<file path="src/rtl/uart_receiver_word.sv">
// 8N1 UART receiver that assembles four consecutive valid bytes into a
// little-endian 32-bit word and pulses a ready flag when the word is complete.
module uart_receiver_word #(
    parameter int CLKS_PER_BIT = 64
) (
    input  logic        clk,
    input  logic        rst,
    input  logic        RxD,
    output logic [31:0] RxD_word_data,
    output logic        RxD_word_data_ready
);

    localparam int CW = $clog2(CLKS_PER_BIT);
    localparam logic [CW-1:0] BIT_LAST  = CW'(CLKS_PER_BIT - 1);
    localparam logic [CW-1:0] HALF_LAST = CW'(CLKS_PER_BIT / 2 - 1);
    localparam logic [CW-1:0] CNT_ZERO  = CW'(0);
    localparam logic [CW-1:0] CNT_ONE   = CW'(1);

    typedef enum logic [1:0] {
        IDLE  = 2'd0,
        START = 2'd1,
        DATA  = 2'd2,
        STOP  = 2'd3
    } state_t;

    logic          rx_meta_r;
    logic          rxs_r;
    state_t        state_r,    state_s;
    logic [CW-1:0] cnt_r,      cnt_s;
    logic [2:0]    idx_r,      idx_s;
    logic [7:0]    shift_r,    shift_s;
    logic [1:0]    byte_cnt_r, byte_cnt_s;
    logic [23:0]   asm_r,      asm_s;
    logic [31:0]   word_s;
    logic          ready_s;

    // Two-flop synchronizer; idles high so reset never looks like a start bit.
    always_ff @(posedge clk) begin
        if (rst) begin
            rx_meta_r <= 1'b1;
            rxs_r     <= 1'b1;
        end else begin
            rx_meta_r <= RxD;
            rxs_r     <= rx_meta_r;
        end
    end

    // Frame decoding and word assembly next-state logic.
    always_comb begin
        state_s    = state_r;
        cnt_s      = cnt_r;
        idx_s      = idx_r;
        shift_s    = shift_r;
        byte_cnt_s = byte_cnt_r;
        asm_s      = asm_r;
        word_s     = RxD_word_data;
        ready_s    = 1'b0;
        case (state_r)
            IDLE: begin
                if (!rxs_r) begin
                    cnt_s   = CNT_ZERO;
                    state_s = START;
                end else begin
                    state_s = IDLE;
                end
            end
            START: begin
                if (cnt_r == HALF_LAST) begin
                    cnt_s = CNT_ZERO;
                    idx_s = 3'd0;
                    if (!rxs_r) begin
                        state_s = DATA;
                    end else begin
                        state_s = IDLE;
                    end
                end else begin
                    cnt_s = cnt_r + CNT_ONE;
                end
            end
            DATA: begin
                if (cnt_r == BIT_LAST) begin
                    cnt_s          = CNT_ZERO;
                    shift_s[idx_r] = rxs_r;
                    idx_s          = idx_r + 3'd1;
                    if (idx_r == 3'd7) begin
                        state_s = STOP;
                    end else begin
                        state_s = DATA;
                    end
                end else begin
                    cnt_s = cnt_r + CNT_ONE;
                end
            end
            STOP: begin
                // Leaving at mid-stop-bit lets a back-to-back start edge be caught.
                if (cnt_r == BIT_LAST) begin
                    cnt_s   = CNT_ZERO;
                    state_s = IDLE;
                    if (rxs_r) begin
                        if (byte_cnt_r == 2'd3) begin
                            word_s     = {shift_r, asm_r};
                            ready_s    = 1'b1;
                            byte_cnt_s = 2'd0;
                        end else begin
                            asm_s[{byte_cnt_r, 3'b000} +: 8] = shift_r;
                            byte_cnt_s = byte_cnt_r + 2'd1;
                        end
                    end else begin
                        byte_cnt_s = byte_cnt_r;
                    end
                end else begin
                    cnt_s = cnt_r + CNT_ONE;
                end
            end
            default: begin
                state_s = IDLE;
                cnt_s   = CNT_ZERO;
            end
        endcase
    end

    // State, datapath and registered outputs.
    always_ff @(posedge clk) begin
        if (rst) begin
            state_r             <= IDLE;
            cnt_r               <= CNT_ZERO;
            idx_r               <= 3'd0;
            shift_r             <= 8'h00;
            byte_cnt_r          <= 2'd0;
            asm_r               <= 24'h000000;
            RxD_word_data       <= 32'h0000_0000;
            RxD_word_data_ready <= 1'b0;
        end else begin
            state_r             <= state_s;
            cnt_r               <= cnt_s;
            idx_r               <= idx_s;
            shift_r             <= shift_s;
            byte_cnt_r          <= byte_cnt_s;
            asm_r               <= asm_s;
            RxD_word_data       <= word_s;
            RxD_word_data_ready <= ready_s;
        end
    end

endmodule

</file>
<file path="config.mk">
export PLATFORM = sky130hd
export DESIGN_NAME = uart_receiver_word
export DESIGN_NICKNAME = d
export VERILOG_FILES = /design/src/rtl/uart_receiver_word.sv
export SDC_FILE = /design/constraint.sdc
export NUM_CORES = 1
export LEC_CHECK = 0
export CAP_MARGIN = 20
export CORE_ASPECT_RATIO = 1.5
export CORE_MARGIN = 5
export CORE_UTILIZATION = 48
export DETAILED_ROUTE_END_ITERATION = 10
export PLACE_DENSITY = 0.73
export SETUP_SLACK_MARGIN = 0.3
export SYNTH_ARGS = -nofsm -noshare
export SYNTH_HDL_FRONTEND = slang
export SYNTH_SLANG_ARGS = --single-unit
</file>
<file path="constraint.sdc">
create_clock -name clk -period 1.8 [get_ports clk]
set_clock_uncertainty 0.1 [all_clocks]
set_input_delay 0.36 -clock clk [delete_from_list [all_inputs] [get_ports clk]]
set_output_delay 0.36 -clock clk [all_outputs]
set_load 0.01 [all_outputs]
</file>
[Word-level counts from Yosys, hierarchy flattened]
Cells that the tools add are included.
Operators by class
  add/sub/neg operators: 4
  magnitude comparators: 2
  equality and inequality tests: 11
  shift operators: 2
  mux-type cells: 20
  bitwise operators: 4
  reduce and logical (&&, ||, !) cells: 11
Operators with widths (number)
  bitwise mux 24 bit: 1
  variable shift 8 x 7 -> 24 bit, first input constant: 1
  indexed part select 8 x 7 -> 24 bit: 1
  2-to-1 mux 6 bit: 3
  case mux 6 bit (3 select lines): 1
  2-to-1 mux 2 bit: 5
  AND reduction 3 bit: 3
  bitwise mux 8 bit: 1
  != test 2 bit, second input constant: 4
  case mux 2 bit (4 select lines): 1
  AND reduction 4 bit: 2
  negation 5 -> 7 bit: 1
  adder 6 x 1 -> 6 bit, second input constant: 1
  equality test 2 bit, second input constant: 3
  equality test 6 x 5 -> 1 bit, second input constant: 1
  equality test 6 bit, second input constant: 1
  2-to-1 mux 3 bit: 2
  case mux 3 bit (2 select lines): 1
  < comparator 3 x 4 -> 1 bit, second input constant: 1
  2-to-1 mux 1 bit: 4
  inverter 1 bit: 4
  OR reduction 4 bit: 1
  adder 3 x 1 -> 3 bit, second input constant: 1
  demux 1 bit (select 3 bit): 1
  9 further kinds: 9
Storage, ports and cells
  bits in registers: 80
  input port bits: 3
  logic and storage cells: 64

[Depth between registers and ports, before layout]
Gate-level depths: netlist of run 1.
  depth after elaboration: 5
  gate-level depth with buffers: 7

[Worst setup path after synthesis of run 1]
OpenSTA, ideal clock, no wires.
  kind: flip-flop to flip-flop
  start: register cnt_r[0]
  end: register shift_r[3]
  library setup time: 0.128 ns
  data arrival time: 1.593 ns
  data required time: 1.572 ns
  path slack: -0.020 ns
  stages on the path, launching flop included: 7
  path buffers: 1
  clock period less this slack: 1.820 ns
  cells stage by stage: dfxtp_1 > ha_1 > nand4_4 > buf_2 > nor4_1 > mux2i_1 > nor2_1
On the way
  longest elaborated chain between the ends: 2
RTL lines
  start: declaration: RTL line 29  | logic [CW-1:0] cnt_r, cnt_s;
  start signal: assignment: RTL line 135  | cnt_r <= cnt_s;
  equality test 6 bit: RTL line 81  | if (cnt_r == BIT_LAST) begin
  AND reduction 2 bit (no line)
  end signal: assignment: RTL line 137  | shift_r <= shift_s;
  end: declaration: RTL line 31  | logic [7:0] shift_r, shift_s;
Every way passes these cells.
A chain may end at the register's enable or synchronous reset.

[Worst setup path in the final report of run 1]
  start: register cnt_r[1]
  end: register asm_r[4]
On the way
  longest elaborated chain between the ends: 2
RTL lines
  equality test 6 bit: RTL line 96  | if (cnt_r == BIT_LAST) begin
  AND reduction 4 bit (no line)
  end signal: assignment: RTL line 139  | asm_r <= asm_s;
  end: declaration: RTL line 33  | logic [23:0] asm_r, asm_s;
Every way passes these cells.

==> results of run 1 <==
-- power groups by stage --
stage	logic [uW]	registers (uW)	clock network (uW)
floorplan	46.5	1820	0
global placement	66.6	1820	0
detailed placement	67.5	1820	0
CTS	75.8	1780	1140
global route	93.6	1770	1220
finish	86.6	1770	1130
-- worst register-to-register path: stages (launching register included) --
cell and delay, ns:
dfxtp_4 0.37, ha_4 0.17, nand4_4 0.17, buf_6 0.18, nor4_4 0.19, buf_4 0.22, nand2b_4 0.14, a21oi_2 0.05
-- how the worst max path moves through the flow --
stage / end / slack [ns] / depth (start not counted)
floorplan: asm_r[14] / 0.21 / 6
global placement: shift_r[5] / 0.09 / 5
detailed placement: shift_r[5] / 0.06 / 5
CTS: RxD_word_data[0] / 0.15 / 7
global route: asm_r[0] / 0.01 / 7
finish: asm_r[4] / 0.10 / 7
-- cell usage after synthesis, types with 2 or more instances --
cell type,n
a21oi_1,62
a311oi_1,2
a31oi_1,3
and2_1,2
and3_1,2
and4_1,2
buf_2,4
buf_4,5
clkbuf_1,17
dfxtp_1,80
ha_1,8
inv_1,7
mux2i_1,8
nand2_1,71
nand2b_1,24
nand3_1,30
nand4_1,5
nand4_4,2
nand4b_1,2
nor2_1,16
nor2b_1,5
nor3_1,3
nor3b_1,4
nor4_1,3
nor4_4,2
o2111ai_1,2
o21ai_0,10
or2_2,2
-- per-stage QoR --
stage	power [uW]	setup WS (ns)	hold WS [ns]
6_report	2990	0.102	0.317
5_1_grt	3090	0.00987	0.333
4_1_cts	3000	0.153	0.324
3_5_place_dp	1890	0.0647	0.306
3_3_place_gp	1890	0.0890	0.295
2_1_floorplan	1870	0.215	0.289
-- cells by family after synthesis --
group,count (synthesis),share of synthesized area (%)
and+or+nand+nor,180,28.8
AOI/OAI and AO/OA,84,13.4
DFF,80,47.4
buffers and inverters,34,4.71
muxes,8,2.37
adders and majority gates,8,2.97
xor gates and xnor gates,1,0.259
-- area by class of cell --
| type | count | area [um2] |
|---|---|---|
| clock buffer | 13 | 149 |
| clock inverter | 1 | 5.00 |
| fill | 504 | 2070 |
| inverter | 7 | 31.3 |
| multi-input combinational | 282 | 2030 |
| sequential | 80 | 1630 |
| tap | 78 | 97.6 |
| timing repair buffer | 83 | 837 |
-- routing by layer --
layer  GRT usage [%]  routed length, um  vias up  part of all wire [%]
met5               0                  0        -                     0
met4            8.52                206        0                   2.3
met3            5.41                294       14                   3.3
met2            35.5               4680       68                    53
met1            24.6               3710     1485                    42
li1                -                  -     1503                     -
-- placed cells by master, fill, tap and decap left out, types with 9 or more instances in the layout --
cell type / n
nand2_2: 9
buf_6: 10
buf_4: 27
dlygate4sd2_1: 33
clkbuf_8: 10
nor2_1: 16
a21oi_2: 18
a21oi_1: 44
dfxtp_1: 68
nand2b_1: 16
nand3_1: 22
nand2_1: 55
-- state kept, by name, indices dropped and copies added (netlist names), named ones only --
register             count
RxD_word_data           32
RxD_word_data_ready      1
asm_r                   24
byte_cnt_r               2
cnt_r                    6
idx_r                    3
rx_meta_r                1
rxs_r                    1
shift_r                  8
state_r                  1
-- what timing repair did --
action	in CTS	in global routing
gates resized for setup	103	37
buffers inserted	19	3
endpoints found under the setup margin	110	77
pin swaps	40	16
endpoints found under the hold margin	0	0
gates cloned	6	2
==> results.toml, run 1 <==
[drt]
dr.pass1.iters = 4
vias_per_cell = 5.64
routed_wl_um = 8890
drcViolationCount = 0
ant_nets = 0
first_iter_violations = 174
wl_per_cell_um = 16.3
vias = 3070

[floorplan]
ios = 36
die-area_mm2 = 0.00884
core_mm2 = 0.00685
die_w_um = 78.5
start_util_pct = 49.3
num_rows = 37
die_h_um = 113

[worst_setup_path]
reg2reg_depth = 7
worstSetupEndpointType = "register"
slowest_delay_ns = 0.37
cp_top_family = "simple AND/OR/NAND/NOR gates"
cp-startpoint = "cnt_r[1]"
r2r-start = "cnt_r[1]"
critPathArrivalTime_ns = 1.84
crit_chain = "ha_4 -> nand4_4 -> buf_6 -> nor4_4 -> buf_4 -> nand2b_4 -> a21oi_2"
cp_max_fo = 8
cpMaxStageDelayCell = "dfxtp_4"
regToRegEndpoint = "asm_r[4]"
crit_buf_inv = 2
setup.worst_path.start_class = "register"
crit_type = "reg2reg"
required_ns = 1.95
reg2reg_slack_ns = 0.10

[timing]
fin_crit_sh_pct = 94.4
rsz0062_at_grt = "true"
fmax_ghz = 0.589
finalHoldViolations = 0
worstMarginPinSlew_ns = 0.617
setup_viol = 0
relSlewSlack_pct = 58.8
drv_slew = 0
tns_ns = 0
period_minus_slack_ns = 1.70

[power_and_ir_drop]
combPwrFrac_pct = 2.9
sw_frac_of_total_pct = 22.3
clockPowerShare_pct = 37.7
seq_power_share_pct = 59.4
internal-power_uw = 2320
ir_drop_mv = 0.359
p_sw_uw = 668
power_leakage_uw = 0.00188
power_density_mw_per_mm2 = 625

[yosys]
synth-seq-cells = 80
synth-edff-count = 0
post_synth_inst_count = 395
ys_warn_count = 0
ys_top_cells_by_area = "dfxtp_1, a21oi_1, nand2_1, nand2b_1, nand3_1"
avgSynthCellArea_um2 = 8.55
async_reset_ff_share_pct = 0
synthFlopType = "dfxtp_1"
synth_cell_types = 40
netlist_area_mm2 = 0.00338
synth_top_cell_by_area = "dfxtp_1"
syn_nets = 406
ys_seq_area_share_pct = 47.4
synth_top_area_share_pct = 47.4

[global_route]
grt_pass1_wl_um = 14500
grt_antenna_before_repair = 0
grt_max_degree = 41
grt_use_total_pct = 20.8
grt_pass1_vias = 2889
overflow = 0

[worst_hold_path]
hold_path.class = "reg2reg"
hold_depth = 1
min_to = "rxs_r"
min_from = "rx_meta_r"

[cts]
cts_root_buffer = "clkbuf_8"
clock_latency_ns = 0.36
holdBufCountCts = 0
cts_tree = "yes"
clkSinkCount = 80
cts_made_buffers = 9
htree_levels = 3
clock_path_buffers = 2
clkTransAtPathRegs_ns = 0.08

[layout]
fin_cells = 544
diodes = 0
fin_nets = 474
final_area_mm2 = 0.00478
area_growth_pct = 41.7
drive_above_1_share_pct = 32.6
utilization_pct = 69.8

[place]
hpwl_um = 5140
dp.cells = 500
portBuffers = 35
place_congestion = 0.849
placed_area_mm2 = 0.00396

[status]
status = "finished, final reports clean"

[run]
cap_violations = 0
Note: power is estimated with default switching activity, not from simulation.
==> inputs of run 2 (changes only) <==
--- a/config.mk
+++ b/config.mk
@@ -5,7 +5,7 @@
 export SDC_FILE = /design/constraint.sdc
 export NUM_CORES = 1
 export LEC_CHECK = 0
-export CAP_MARGIN = 20
+export CAP_MARGIN = 30
 export CORE_ASPECT_RATIO = 1.5
 export CORE_MARGIN = 5
 export CORE_UTILIZATION = 48
==> results of run 2 <==
No change in the layout: final DEF, timing and power equal those of run 1.
